===== src/rtl/rf_frame_packer.sv =====
// RF ADC sample capture into frame-aligned AXI-Stream beats via a small show-ahead FIFO.
// Optional build macro RF_OFFSET_BINARY_EN: treat adc_data as offset-binary instead of two's complement.
`timescale 1ns/1ps

// state     | meaning
// IDLE      | capture disarmed, waiting for enable
// WAIT_SYNC | armed, waiting for the firing frame_start pulse
// CAPTURE   | writing samples until FRAME_LEN have been stored
module rf_frame_packer #(
  parameter int ADC_WIDTH  = 12,
  parameter int DATA_WIDTH = 32,
  parameter int FRAME_LEN  = 24100,
  parameter int FIFO_AW    = 4
) (
  input  logic                  m00_axis_aclk,
  input  logic                  m00_axis_aresetn,
  input  logic                  enable,
  input  logic                  frame_start,
  input  logic [ADC_WIDTH-1:0]  adc_data,
  input  logic                  adc_valid,
  output logic [DATA_WIDTH-1:0] m00_axis_tdata,
  output logic                  m00_axis_tvalid,
  input  logic                  m00_axis_tready,
  output logic                  m00_axis_tlast,
  output logic                  overflow,
  output logic [15:0]           frame_count,
  output logic [FIFO_AW:0]      fifo_level
);

  localparam int DEPTH = 1 << FIFO_AW;
  localparam int CNT_W = (FRAME_LEN > 1) ? $clog2(FRAME_LEN) : 1;

  typedef enum logic [1:0] {IDLE, WAIT_SYNC, CAPTURE} state_t;

  state_t               state, state_n;
  logic [CNT_W-1:0]     cnt, cnt_n, cur_cnt;
  logic [FIFO_AW:0]     wr_ptr, rd_ptr;
  logic [ADC_WIDTH:0]   mem [DEPTH];
  logic [ADC_WIDTH:0]   head;
  logic [ADC_WIDTH-1:0] sample;
  logic                 full, empty, win, wr_en, rd_en, drop, last_flag;

  assign full       = (wr_ptr == {~rd_ptr[FIFO_AW], rd_ptr[FIFO_AW-1:0]});
  assign empty      = (wr_ptr == rd_ptr);
  assign fifo_level = wr_ptr - rd_ptr;
  assign head       = mem[rd_ptr[FIFO_AW-1:0]];
  assign rd_en      = ~empty & (~m00_axis_tvalid | m00_axis_tready);

`ifdef RF_OFFSET_BINARY_EN
  assign sample = {~adc_data[ADC_WIDTH-1], adc_data[ADC_WIDTH-2:0]};
`else
  assign sample = adc_data;
`endif

  always_comb begin
    state_n   = state;
    cnt_n     = cnt;
    cur_cnt   = cnt;
    win       = 1'b0;
    wr_en     = 1'b0;
    drop      = 1'b0;
    last_flag = 1'b0;
    case (state)
      IDLE: if (enable) state_n = WAIT_SYNC;
      WAIT_SYNC: begin
        if (!enable) begin
          state_n = IDLE;
        end else if (frame_start) begin
          win     = 1'b1;
          cur_cnt = '0;
          cnt_n   = '0;
          state_n = CAPTURE;
        end
      end
      CAPTURE: win = 1'b1;
      default: state_n = IDLE;
    endcase
    // full is judged on pre-edge pointers, so a same-cycle read never makes room
    wr_en     = win & adc_valid & ~full;
    drop      = win & adc_valid & full;
    last_flag = (cur_cnt == CNT_W'(FRAME_LEN - 1));
    if (wr_en) begin
      cnt_n = cur_cnt + CNT_W'(1);
      if (last_flag) begin
        cnt_n   = '0;
        state_n = enable ? WAIT_SYNC : IDLE;
      end
    end
  end

  always_ff @(posedge m00_axis_aclk) begin
    if (wr_en) mem[wr_ptr[FIFO_AW-1:0]] <= {last_flag, sample};
  end

  always_ff @(posedge m00_axis_aclk or negedge m00_axis_aresetn) begin
    if (!m00_axis_aresetn) begin
      state           <= IDLE;
      cnt             <= '0;
      wr_ptr          <= '0;
      rd_ptr          <= '0;
      overflow        <= 1'b0;
      frame_count     <= '0;
      m00_axis_tvalid <= 1'b0;
      m00_axis_tlast  <= 1'b0;
      m00_axis_tdata  <= '0;
    end else begin
      state <= state_n;
      cnt   <= cnt_n;
      if (wr_en) wr_ptr <= wr_ptr + 1'b1;
      if (drop) overflow <= 1'b1;
      if (m00_axis_tvalid && m00_axis_tready && m00_axis_tlast)
        frame_count <= frame_count + 16'd1;
      if (rd_en) begin
        rd_ptr          <= rd_ptr + 1'b1;
        m00_axis_tvalid <= 1'b1;
        m00_axis_tlast  <= head[ADC_WIDTH];
        m00_axis_tdata  <= DATA_WIDTH'($signed(head[ADC_WIDTH-1:0]));
      end else if (m00_axis_tready) begin
        m00_axis_tvalid <= 1'b0;
      end
    end
  end

endmodule

===== config.mk =====
export PLATFORM = sky130hd
export DESIGN_NAME = rf_frame_packer
export DESIGN_NICKNAME = d
export VERILOG_FILES = /design/src/rtl/rf_frame_packer.sv
export SDC_FILE = /design/constraint.sdc
export NUM_CORES = 1
export LEC_CHECK = 0
export CAP_MARGIN = 40
export CORE_AREA = 2 2 196 198
export CTS_BUF_LIST = sky130_fd_sc_hd__clkbuf_16
export DETAILED_ROUTE_END_ITERATION = 8
export DIE_AREA = 0 0 198 200
export PLACE_DENSITY = 0.55
export SLEW_MARGIN = 15
export SYNTH_ARGS = -nofsm -noshare
export SYNTH_HDL_FRONTEND = slang
export SYNTH_SLANG_ARGS = --single-unit

===== constraint.sdc =====
create_clock -name m00_axis_aclk -period 3.4 [get_ports m00_axis_aclk]
set_input_delay 0.51 -clock m00_axis_aclk [delete_from_list [all_inputs] [get_ports m00_axis_aclk]]
set_output_delay 0.51 -clock m00_axis_aclk [all_outputs]
set_load 0.02 [all_outputs]

==> impl_metrics.json <==
{
  "routed_via_density": 4.76,
  "fillers": 3558,
  "whs_ns": 0.00662,
  "antenna_cells": 0,
  "ys.flop_type": "edfxtp_1",
  "grt_use_total_pct": 13.1,
  "slew_violations": 0,
  "setup_violations": 0,
  "p_per_area_nw_per_um2": 785,
  "dr.first_iter.drc_count": 528,
  "dr.pass1.iters": 5,
  "worst_slew_pin_slew_ns": 0.821,
  "fin_skew_ns": 0.0500,
  "postLayoutSetupSlackWorst_ns": 0.241,
  "grt_busiest_layer": "met2",
  "cp_data_arrival_time_ns": 2.65,
  "numClockSinks": 266,
  "crit_type": "flip-flop to output pin",
  "antenna_left": 0,
  "gp_congestion": 0.805,
  "ys_warn_count": 0,
  "core.rowCount": 71,
  "dp_slack_ns": 0.393,
  "final_util_pct": 35.5,
  "critical_path.cell_chain": "inv_1 > ha_1 > a21o_1 > a21oi_1 > xnor2_1 > clkdlybuf4s50_1",
  "antenna_found_initial": 0,
  "synth_top_area_share_pct": 56.3,
  "synthCells": 696,
  "cap_violations": 0,
  "routedWlPerCell_um": 19.3,
  "wirelength_mm": 25.2,
  "yosysSeqAreaShare_pct": 69.4,
  "syn_nets": 730,
  "cts_root_buffer": "clkbuf_16",
  "cts_tree": "done",
  "rrSetupSlack_ns": 0.75,
  "synth_edf_count": 208,
  "fin_crit_sh_pct": 92.9,
  "synthToLayoutAreaGrowth_pct": 19.8,
  "max-clock-path-buffers": 3,
  "die_height_um": 200,
  "gr-total-overflow": 0,
  "num_io_pins": 74,
  "via_count": 6206,
  "status": "complete, no violations",
  "path_buf_inv": 2,
  "fin_crit_ns": 3.16,
  "floorplan.initialDensity_pct": 29.6,
  "port_buffers": 73,
  "cp.required_ns": 2.89,
  "fin_nets": 808,
  "r2r.worst_path.cells": 8,
  "post_cts_buffers": 0,
  "worstSkewPairLatency_ns": 0.57,
  "hold_class": "input pin to async pin",
  "cp-start-kind": "flip-flop",
  "yosysUniqueCellTypes": 51,
  "reg2reg_from": "rd_ptr[1]",
  "reg2reg_to": "mem[3][9]",
  "critPathMaxFanout": 9,
  "globalRouteMet1Util_pct": 18.6,
  "die_width_um": 198,
  "clk_pin_slew_ns": 0.06,
  "place_inst": 1255,
  "synth_largest_area_cell": "edfxtp_1",
  "synth_area_um2": 11100,
  "die-area_um2": 39600,
  "clock.fmax_mhz": 317,
  "drc": 0,
  "cts_inserted_buffers": 28,
  "synth_area_leaders": "edfxtp_1 56%, dfrtp_1 13%, mux4_2 5.3%",
  "use_met3_pct": 2.27,
  "vdd_drop_max_mv": 0.608,
  "fin_tns_setup_ns": 0,
  "register_area_um2": 7700,
  "cp_top_family": "buffers and inverters",
  "crit_path_max_incr_delay_ns": 0.65,
  "first_global_vias": 6233,
  "synth.avg_cell_area_um2": 15.9,
  "htreeDepth": 1,
  "grt_max_degree": 82,
  "dp_hpwl_mm": 15.4,
  "ys_ff_latch": 266,
  "leakage_nw": 4.73,
  "coreArea_um2": 37400,
  "multiInputGateArea_um2": 3060,
  "startpoint": "rd_ptr[1]",
  "rsz0062_at_grt": "no",
  "layout-drive-gt1-share_pct": 14.4,
  "cp-end-kind": "output pin",
  "instances_no_fill": 1304,
  "synth-async-reset-ratio_pct": 21.8,
  "cp_slowest_cell": "clkdlybuf4s50_1",
  "hold_viol_final": 0,
  "max_slew_margin_pct": 45.1,
  "grt_pass1_wl_mm": 39.2,
  "grtUsageMet2_pct": 21.1
}
## flip-flops by register name (all words and copies together), names as in the netlist
register,flops
mem,208
frame_count,16
cnt,15
m00_axis_tdata,12
rd_ptr,5
wr_ptr,5
state,2
m00_axis_tlast,1
m00_axis_tvalid,1
overflow,1
## metrics by stage
stage	total power [mW]	cell area, um^2
after floorplan	6.44	11100
after global placement	7.64	12400
after detailed placement	7.72	12400
after CTS	10.6	13300
after global routing	11.0	13300
final	10.4	13300
## power breakdown
part           total (mW)  internal (mW)  switching [mW]  leakage [nW]
clock network        2.82           1.58            1.25         0.426
registers            4.06           3.76           0.305          2.62
logic                3.54           1.59            1.95          1.68
total                10.4           6.93            3.50          4.73
## synthesized netlist by cell type (4+ instances only)
| cell | n |
|---|---|
| o31ai_1 | 4 |
| a21oi_1 | 8 |
| mux2i_1 | 57 |
| a31oi_1 | 14 |
| a211oi_1 | 4 |
| ha_1 | 15 |
| o22ai_1 | 27 |
| buf_2 | 13 |
| dfrtp_1 | 58 |
| nor3_1 | 5 |
| nand4_1 | 16 |
| nand2_1 | 24 |
| inv_1 | 14 |
| a22oi_1 | 13 |
| and3_1 | 22 |
| buf_4 | 20 |
| o21ai_0 | 6 |
| nor2_1 | 36 |
| xnor2_1 | 25 |
| mux4_2 | 26 |
| nand3_1 | 13 |
| clkbuf_1 | 19 |
| xor2_1 | 5 |
| edfxtp_1 | 208 |
## kinds of logic after synthesis
| family | share of synthesized area [%] |
|---|---|
| flops | 69.4 |
| buf+inv | 3.16 |
| xor+xnor | 2.37 |
| mux | 10.8 |
| fa+ha+maj | 1.87 |
| compound gates | 5.70 |
| simple gates | 6.64 |
## how the worst max path moves through the flow
stage          slack [ns]  cells past startpoint             to
3_5_place_dp         0.39                      8       state[0]
6_report             0.24                      6  fifo_level[3]
5_1_grt              0.08                      6  fifo_level[3]
4_1_cts              0.09                      8  fifo_level[4]
2_1_floorplan        0.38                     10      mem[3][0]
3_3_place_gp         0.49                      8       state[0]
## cell usage in the layout (no fill, tap or decap), types with 3 or more instances in the layout
master	count
o31ai_1	4
xor2_1	5
clkinv_2	7
inv_1	17
a211oi_1	3
o21ai_0	6
ha_1	15
mux4_2	26
xnor2_1	25
nor2b_1	3
mux2_2	3
nand3b_1	3
a21o_1	3
nor3_1	4
nand3_1	13
clkinv_1	5
clkdlybuf4s50_1	71
a21oi_1	7
nor2_1	34
and3_1	22
a22oi_1	13
dfrtp_1	57
or3_1	3
edfxtp_1	208
and2_1	3
nand4_1	16
a211o_1	3
clkinvlp_4	3
a31oi_1	14
buf_4	23
nand2_1	24
mux2i_1	57
o22ai_1	27
clkbuf_16	28
## what timing repair did
| action | in CTS | in global routing |
|---|---|---|
| hold buffers | 0 | 0 |
| resized for setup | 0 | 1 |
| endpoints found under the setup margin | 0 | 1 |
## per-layer routing
metal | part of all wire, % | vias up
li1 | - | 2837
met1 | 46 | 3167
met2 | 47 | 166
met3 | 5.4 | 36
met4 | 1.9 | 0
met5 | 0 | -
## area by class of cell
type / count / share of cell area [%]
Clock buffer: 28 / 5.27
Clock inverter: 21 / 1.18
Inverter: 14 / 0.396
Multi-Input combinational cell: 363 / 23.0
Sequential cell: 266 / 58.0
Tap cell: 511 / 4.81
Timing Repair Buffer: 101 / 7.36
(Power assumes the default switching activity.)
